<file path="config.mk">
export PLATFORM = sky130hd
export DESIGN_NAME = neuron_load_tx_flat
export DESIGN_NICKNAME = d
export VERILOG_FILES = /design/src/rtl/snn_tx_pkg.sv /design/src/rtl/neuron_load_tx_if.sv /design/src/rtl/neuron_load_tx.sv /design/src/flat_wrapper.sv
export SDC_FILE = /design/constraint.sdc
export NUM_CORES = 1
export LEC_CHECK = 0
export CAP_MARGIN = 20
export CORE_MARGIN = 3
export CORE_UTILIZATION = 25
export DETAILED_ROUTE_END_ITERATION = 8
export GPL_TIMING_DRIVEN = 0
export SETUP_SLACK_MARGIN = 0.02
export SLEW_MARGIN = 10
export SYNTH_ARGS = -nofsm -noshare
export SYNTH_HDL_FRONTEND = slang
export SYNTH_SLANG_ARGS = --single-unit
</file>
<file path="constraint.sdc">
create_clock -name sys_clk -period 5 [get_ports sys_clk]
set_input_delay 1.5 -clock sys_clk [delete_from_list [all_inputs] [get_ports sys_clk]]
set_output_delay 1.5 -clock sys_clk [all_outputs]
set_load 0.05 [all_outputs]
</file>
<file path="src/rtl/snn_tx_pkg.sv">
// Shared constants and FSM state type for the neuron-layer word-serial transmitters.
package snn_tx_pkg;

   localparam int WORD_W       = 32;
   localparam int HIDDEN_WORDS = 15;
   localparam int OUTPUT_WORDS = 2;

   typedef enum logic [1:0] {
      IDLE  = 2'd0,
      READ  = 2'd1,
      DRAIN = 2'd2,
      END   = 2'd3
   } tx_state_t;

endpackage

</file>
<file path="src/rtl/neuron_load_tx_if.sv">
// Request, word-memory and stream signals of one neuron_load_tx channel.
interface neuron_load_tx_if
   import snn_tx_pkg::*;
#(
   parameter int ADDR_W    = 8,
   parameter int MAX_WORDS = 15
);
   localparam int NW_W = $clog2(MAX_WORDS + 1);

   logic              i_start;
   logic [ADDR_W-1:0] i_base_addr;
   logic [NW_W-1:0]   i_num_words;
   logic              o_idle;
   logic              o_mem_en;
   logic [ADDR_W-1:0] o_mem_addr;
   logic [WORD_W-1:0] i_mem_rdata;
   logic [WORD_W-1:0] o_data;
   logic              o_data_start;
   logic              o_data_ready;
   logic [WORD_W-1:0] o_checksum;

   modport master (
      output i_start, i_base_addr, i_num_words, i_mem_rdata,
      input  o_idle, o_mem_en, o_mem_addr, o_data, o_data_start, o_data_ready, o_checksum
   );

   modport slave (
      input  i_start, i_base_addr, i_num_words, i_mem_rdata,
      output o_idle, o_mem_en, o_mem_addr, o_data, o_data_start, o_data_ready, o_checksum
   );

endinterface

</file>
<file path="src/rtl/neuron_load_tx.sv">
// Word-serial frame transmitter for the neuron layer loaders: reads N words from word memory
// and streams them gap-free between a start and a ready pulse. Optional XOR checksum: NEURON_TX_CHECKSUM_EN.
//
// state | meaning
// IDLE  | waiting for a request with nonzero length
// READ  | one memory read issued per cycle
// DRAIN | reads done, last words still in the memory/output pipeline
// END   | data_ready pulse on the outputs
module neuron_load_tx
   import snn_tx_pkg::*;
#(
   parameter int MAX_WORDS = 15,
   parameter int ADDR_W    = 8
) (
   input  logic             sys_clk,
   input  logic             rst,
   neuron_load_tx_if.slave  bus
);
   localparam int NW_W = $clog2(MAX_WORDS + 1);

   tx_state_t         state_q, state_d;
   logic [NW_W-1:0]   rem_q, rem_d;
   logic [NW_W-1:0]   n_clamped;
   logic              accept;
   logic              mem_en_d;
   logic [ADDR_W-1:0] mem_addr_d;
   logic              first_q, rfirst_q, rvld_q;
   logic [WORD_W-1:0] data_d;
   logic              ready_d;

   always_comb begin
      n_clamped = bus.i_num_words;
      if (int'(bus.i_num_words) > MAX_WORDS) n_clamped = NW_W'(MAX_WORDS);
   end

   assign accept     = (state_q == IDLE) && bus.i_start && (n_clamped != '0);
   assign bus.o_idle = (state_q == IDLE);

   // rem counts reads still to issue after the one currently on the memory port
   always_comb begin
      state_d    = state_q;
      rem_d      = rem_q;
      mem_en_d   = 1'b0;
      mem_addr_d = bus.o_mem_addr;
      ready_d    = 1'b0;
      case (state_q)
         IDLE: begin
            if (accept) begin
               state_d    = READ;
               mem_en_d   = 1'b1;
               mem_addr_d = bus.i_base_addr;
               rem_d      = n_clamped - NW_W'(1);
            end
         end
         READ: begin
            if (rem_q == '0) begin
               state_d = DRAIN;
            end else begin
               mem_en_d   = 1'b1;
               mem_addr_d = bus.o_mem_addr + ADDR_W'(1);
               rem_d      = rem_q - NW_W'(1);
            end
         end
         DRAIN: begin
            if (!rvld_q) begin
               state_d = END;
               ready_d = 1'b1;
            end
         end
         END:     state_d = IDLE;
         default: state_d = IDLE;
      endcase
      data_d = rvld_q ? bus.i_mem_rdata : '0;
   end

   always_ff @(posedge sys_clk or posedge rst) begin
      if (rst) begin
         state_q          <= IDLE;
         rem_q            <= '0;
         first_q          <= 1'b0;
         rfirst_q         <= 1'b0;
         rvld_q           <= 1'b0;
         bus.o_mem_en     <= 1'b0;
         bus.o_mem_addr   <= '0;
         bus.o_data       <= '0;
         bus.o_data_start <= 1'b0;
         bus.o_data_ready <= 1'b0;
      end else begin
         state_q          <= state_d;
         rem_q            <= rem_d;
         first_q          <= accept;
         rfirst_q         <= first_q;
         rvld_q           <= bus.o_mem_en;
         bus.o_mem_en     <= mem_en_d;
         bus.o_mem_addr   <= mem_addr_d;
         bus.o_data       <= data_d;
         bus.o_data_start <= rfirst_q;
         bus.o_data_ready <= ready_d;
      end
   end

`ifdef NEURON_TX_CHECKSUM_EN
   logic [WORD_W-1:0] csum_acc;

   // accumulator is complete by the DRAIN->END edge, so publish it with the ready pulse
   always_ff @(posedge sys_clk or posedge rst) begin
      if (rst) begin
         csum_acc       <= '0;
         bus.o_checksum <= '0;
      end else if (accept) begin
         csum_acc       <= '0;
         bus.o_checksum <= '0;
      end else begin
         if (rvld_q)  csum_acc       <= csum_acc ^ bus.i_mem_rdata;
         if (ready_d) bus.o_checksum <= csum_acc;
      end
   end
`else
   assign bus.o_checksum = '0;
`endif

endmodule

</file>
<file path="src/flat_wrapper.sv">
// flat-port wrapper written by rule: the top's interface ports become plain ports
module neuron_load_tx_flat import snn_tx_pkg::*;
#(
   parameter int MAX_WORDS = 15,
   parameter int ADDR_W    = 8
)
  (sys_clk, rst, bus_i_start, bus_i_base_addr, bus_i_num_words, bus_i_mem_rdata, bus_o_idle, bus_o_mem_en, bus_o_mem_addr, bus_o_data, bus_o_data_start, bus_o_data_ready, bus_o_checksum);
  neuron_load_tx_if #(.ADDR_W(ADDR_W), .MAX_WORDS(MAX_WORDS)) bus_i ();
  input  logic sys_clk;
  input  logic rst;
  input wire logic [$bits(bus_i.i_start)-1:0] bus_i_start;
  input wire logic [$bits(bus_i.i_base_addr)-1:0] bus_i_base_addr;
  input wire logic [$bits(bus_i.i_num_words)-1:0] bus_i_num_words;
  input wire logic [$bits(bus_i.i_mem_rdata)-1:0] bus_i_mem_rdata;
  output wire logic [$bits(bus_i.o_idle)-1:0] bus_o_idle;
  output wire logic [$bits(bus_i.o_mem_en)-1:0] bus_o_mem_en;
  output wire logic [$bits(bus_i.o_mem_addr)-1:0] bus_o_mem_addr;
  output wire logic [$bits(bus_i.o_data)-1:0] bus_o_data;
  output wire logic [$bits(bus_i.o_data_start)-1:0] bus_o_data_start;
  output wire logic [$bits(bus_i.o_data_ready)-1:0] bus_o_data_ready;
  output wire logic [$bits(bus_i.o_checksum)-1:0] bus_o_checksum;
  assign bus_i.i_start = bus_i_start;
  assign bus_i.i_base_addr = bus_i_base_addr;
  assign bus_i.i_num_words = bus_i_num_words;
  assign bus_i.i_mem_rdata = bus_i_mem_rdata;
  assign bus_o_idle = bus_i.o_idle;
  assign bus_o_mem_en = bus_i.o_mem_en;
  assign bus_o_mem_addr = bus_i.o_mem_addr;
  assign bus_o_data = bus_i.o_data;
  assign bus_o_data_start = bus_i.o_data_start;
  assign bus_o_data_ready = bus_i.o_data_ready;
  assign bus_o_checksum = bus_i.o_checksum;
  neuron_load_tx #(.MAX_WORDS(MAX_WORDS), .ADDR_W(ADDR_W)) u_core (.sys_clk(sys_clk), .rst(rst), .bus(bus_i));
endmodule
</file>
**After elaboration in Yosys (flattened, before gate mapping)**

Cells that the tools add are included.

- Reductions and logical operators: 8
- Eq/ne operators: 7
- Add/sub/neg operators: 3
- Multiplexer cells: 16

Operator list:

| operator | count |
|---|---|
| two-way mux 32 bit | 1 |
| two-way mux 8 bit | 2 |
| one-hot mux 8 bit (2 select lines) | 1 |
| adder 8 x 1 -> 8 bit (second input constant) | 1 |
| two-way mux 4 bit | 2 |
| one-hot mux 2 bit (4 select lines) | 1 |
| one-hot mux 4 bit (2 select lines) | 1 |
| subtractor 4 x 1 -> 4 bit (second input constant) | 2 |
| two-way mux 2 bit | 3 |
| AND reduction 3 bit | 2 |
| == test 2 bit (second input constant) | 2 |
| zero test 4 bit | 1 |
| two-way mux 1 bit | 4 |
| inequality test 2 x 1 -> 1 bit (second input constant) | 2 |
| inequality test 2 bit (second input constant) | 2 |
| nonzero test 4 bit | 1 |
| == test 2 x 1 -> 1 bit (second input constant) | 1 |
| logical AND 1 bit | 2 |
| zero test 2 bit | 1 |
| one-hot mux 1 bit (2 select lines) | 1 |
| nonzero test 2 bit | 1 |

- Register bits: 52
- Output and inout port bits: 76

**Logic depth before layout (Yosys ltp)**

- Depth in word-level cells: 5
- Gate-level depth with buffers: 8
- Depth with buffers taken out: 7

**Worst setup path before layout**

No wires, ideal clock.

- Path kind: in2reg
- Start point: input port bus_i_num_words[1]
- End point: register u_core.bus.o_mem_addr[4]
- Path slack: 2.281 ns
- Data required time: 4.876 ns
- Data arrival time: 2.595 ns
- Stages on the path: 5
- Setup time: 0.124 ns
- Path through: o41ai_4 -> a22oi_2 -> buf_6 -> nor4b_4 -> a211o_1

- Word-level cells in the longest chain between the ends: 4

RTL lines:

| item | RTL line | source |
|---|---|---|
| start, declared | flat_wrapper.sv:13 | `input wire logic [$bits(bus_i.i_num_words)-1:0] bus_i_num_words;` |
| nonzero test 4 bit | neuron_load_tx.sv:36 | `assign accept = (state_q == IDLE) && bus.i_start && (n_clamped != '0);` |
| logical AND 1 bit | neuron_load_tx.sv:36 |  |
| inequality test 2 x 1 -> 1 bit (no source line) | - |  |
| AND reduction 3 bit (no source line) | - |  |
| end signal, assigned | neuron_load_tx.sv:95 | `bus.o_mem_addr <= mem_addr_d;` |
| end, declared | neuron_load_tx_if.sv:29 | `output o_idle, o_mem_en, o_mem_addr, o_data, o_data_start, o_data_ready, o_checksum` |

No other way between the ends.
A chain may end at the register's enable or synchronous reset.

**Worst setup path after layout**

- Start point: register u_core.state_q[0]
- End point: output port bus_o_idle

- Word-level cells in the longest chain between the ends: 1

RTL lines:

| item | RTL line | source |
|---|---|---|
| start, declared | neuron_load_tx.sv:21 | `tx_state_t state_q, state_d;` |
| start signal, assigned | neuron_load_tx.sv:89 | `state_q <= state_d;` |
| zero test 2 bit | neuron_load_tx.sv:37 | `assign bus.o_idle = (state_q == IDLE);` |
| end, declared | flat_wrapper.sv:15 | `output wire logic [$bits(bus_i.o_idle)-1:0] bus_o_idle;` |

No other way between the ends.

==> impl_metrics.py <==
metrics = {
    "outcome": {
        "status": "finished, final reports clean",
    },
    "timing": {
        "skew_ns": 0.01170,
        "rsz0062_at_grt": "no",
        "relSlewSlack": 0.6352,
        "hold_viol": 0,
        "maxSlewViolCount": 0,
        "max_freq_mhz": 286.4,
        "layout_setup_ws_ns": 1.508,
        "finalCritPeriodShare": 0.6984,
        "tns_ns": 0,
        "worst_pin_slew_ns": 0.5412,
        "setup_viol": 0,
        "min_period_ns": 3.492,
    },
    "run": {
        "drv_cap": 0,
    },
    "setup_path": {
        "rr_worst_depth": 7,
        "path_class": "flop to output port",
        "cp-startpoint": "u_core.state_q[0]$_DFFE_PP0P_",
        "cpPeakStageDelay_ns": 0.86,
        "path_cells": "inv_1, ha_1, clkdlybuf4s50_1",
        "cp.arrival_ns": 1.99,
        "worst_path_max_delay_cell": "clkdlybuf4s50_1",
        "r2r_slack_ns": 3.05,
        "worstReg2RegStart": "u_core.state_q[1]$_DFFE_PP0P_",
        "r2r-end": "u_core.rem_q[2]$_DFFE_PP0P_",
        "worst_setup_path_end_kind": "output port",
        "crit_fanout": 7,
        "startpoint_type": "flop",
        "critPathRequiredTime_ns": 3.50,
    },
    "die": {
        "dieArea_um2": 11010,
        "io_pins": 123,
        "num_rows": 35,
        "start_util": 0.2610,
        "die_x_um": 104.9,
        "core_um2": 9371,
        "die_height_um": 104.9,
    },
    "worst_hold_path": {
        "hold_depth": 0,
        "hold_path.class": "flop to flop",
        "min_to": "u_core.bus.o_data_start$_DFF_PP0_",
        "hold_path_startpoint": "u_core.rfirst_q$_DFF_PP0_",
    },
    "clock_tree": {
        "cts_buffers": 5,
        "cts_tree": "built",
        "clk_pin_slew_ns": 0.09,
        "hold_buffers": 0,
        "clock-root-buffer": "clkbuf_8",
        "cts.sinks": 52,
        "cts_max_level": 2,
        "clockBufferDepth": 2,
        "worstSkewPairLatency_ns": 0.30,
        "cts_repair_resize_count": 0,
        "cts_setup_buffers": 0,
    },
    "power_and_ir_drop": {
        "power_mw": 2.139,
        "p_leak_nw": 1.741,
        "cellPowerDensity_nw_per_um2": 567.9,
        "ir_drop_mv": 0.2819,
    },
    "detailed_routing": {
        "viasPerCell": 4.015,
        "drc_errors": 0,
        "wl_per_cell_um": 12.83,
        "final_antenna_net_count": 0,
        "vias": 1903,
        "drt_iter0_drc": 108,
        "first_pass_iters": 4,
        "routed_wl_um": 6083,
    },
    "logic_synthesis": {
        "synthesis.area_um2": 2446,
        "async_flop_share": 1.000,
        "synthFlopType": "dfrtp_1",
        "synth_seq_area_share": 0.5320,
        "yosysUniqueCellTypes": 42,
        "synth_cells": 215,
        "synth_top_cell_area_share": 0.5320,
        "synth_top_area_cell": "dfrtp_1",
        "yosys-top-cells-area": "dfrtp_1 (53%), buf_4 (9.8%), and2_1 (8.2%), ha_1 (3.1%), mux2i_1 (2.5%)",
        "avgSynthCellArea_um2": 11.38,
        "synth_seq_cells": 52,
        "synth_edf_count": 0,
        "yosysWarnings": 0,
    },
    "global_routing": {
        "grt_pass1_wl_um": 10050,
        "grt_pass1_vias": 1939,
        "grtUsageMet2": 0.1764,
        "gr-usage-met1": 0.1495,
        "globalRouteMet3Util": 0.04200,
        "antenna_found_initial": 0,
        "grt_max_degree": 34,
        "grt_usage": 0.1126,
        "top_usage_layer": "met2",
        "grt_overflow": 0,
    },
    "layout": {
        "nFillCells": 969,
        "drive_above_1_share": 0.1565,
        "stdcell_count": 474,
        "nets": 397,
        "area_delta_synth_final_pct": 53.96,
        "antennaDiodeCount": 0,
    },
    "placement": {
        "dp_hpwl_um": 4662,
        "io_buffers": 90,
        "placed_cells": 466,
        "pre_cts_slack_ns": 1.640,
        "gp_congestion": 0.7315,
    },
}
## critical path, delay by kind of cell, from the launching register on
kind,cells,cell delay [ns]
buffers and inverters,2,0.97
DFF,1,0.41
adders and majority gates,1,0.31
## stage by stage
stage                     utilization  hold WS, ns  instance area, µm²
after floorplan                     -       0.3312                2562
after global placement         0.3868       0.3315                3625
after detailed placement       0.3889       0.3387                3645
after CTS                      0.4019       0.3600                3766
after global routing           0.4019       0.3693                3766
final                          0.4019       0.3561                3766
## layout by cell type (no fill, tap or decap), types with 2 or more instances in the layout
cell type / Yosys / routed
a21oi_1: 5 / 5
and2_1: 32 / 32
and3_1: 7 / 7
buf_2: 2 / 2
buf_4: 32 / 32
clkbuf_1: 3 / 3
clkbuf_8: 0 / 6
clkdlybuf4s50_1: 0 / 90
conb_1: 1 / 32
dfrtp_1: 52 / 52
ha_1: 6 / 6
inv_1: 7 / 6
mux2_2: 2 / 2
mux2i_1: 6 / 6
nand2_1: 5 / 5
nand2b_1: 5 / 5
nand3_1: 5 / 5
nand4_1: 3 / 3
nand4b_1: 2 / 2
nor2_1: 9 / 9
nor3_1: 3 / 3
nor3_2: 2 / 2
o21ai_0: 5 / 5
## worst max path at each step
stage	endpoint	slack, ns
floorplan	u_core.bus.o_data[0]$_DFF_PP0_	2.24
global placement	u_core.bus.o_mem_addr[1]$_DFFE_PP0P_	1.22
detailed placement	u_core.bus.o_mem_addr[4]$_DFFE_PP0P_	1.64
CTS	bus_o_idle	1.47
global route	bus_o_idle	1.39
finish	bus_o_idle	1.51
## area by class of cell
cell class | instances | area (µm²) | share of cell area
clock inverters | 2 | 38.79 | 0.01030
repair buffers | 91 | 920.9 | 0.2445
clock buffers | 6 | 82.58 | 0.02193
inverters | 7 | 26.28 | 0.006977
well taps | 129 | 161.4 | 0.04286
multi-input cells | 148 | 958.4 | 0.2545
plain buffers | 39 | 276.5 | 0.07342
flip-flops and latches | 52 | 1301 | 0.3455
## metal layers
layer / vias to the layer above / share of wire
met5: - / 0
met4: 0 / 0.0069
met3: 4 / 0.10
met2: 106 / 0.44
met1: 880 / 0.45
li1: 913 / -
## state kept, by name, indices dropped and copies added, names as in the netlist
register	flops
u_core.rfirst_q	1
u_core.state_q	2
u_core.bus.o_mem_addr	8
u_core.bus.o_mem_en	1
u_core.first_q	1
u_core.rvld_q	1
u_core.rem_q	4
u_core.bus.o_data	32
u_core.bus.o_data_start	1
u_core.bus.o_data_ready	1
## synth_stat cells, drive strengths merged, types with 2 or more instances
master  number
dfrtp       52
buf         36
and2        32
nor2         9
and3         7
inv          7
ha           6
mux2i        6
o21ai        6
a21oi        5
nand2        5
nand2b       5
nand3        5
nor3         5
clkbuf       3
nand4        3
and4         2
mux2         2
nand4b       2
o41ai        2
## cell families after synthesis
family / synth area share
adders and majority gates: 0.03069
buffers and inverters: 0.1238
and+or+nand+nor: 0.1939
muxes: 0.03376
AOI/OAI and AO/OA: 0.08440
DFF: 0.5320
other: 0.001533
## power breakdown
part	switching [mW]	internal, mW	total (mW)
logic	0.751	0.440	1.19
clock network	0.140	0.164	0.304
registers	0.0896	0.555	0.644
(Power assumes the default switching activity.)
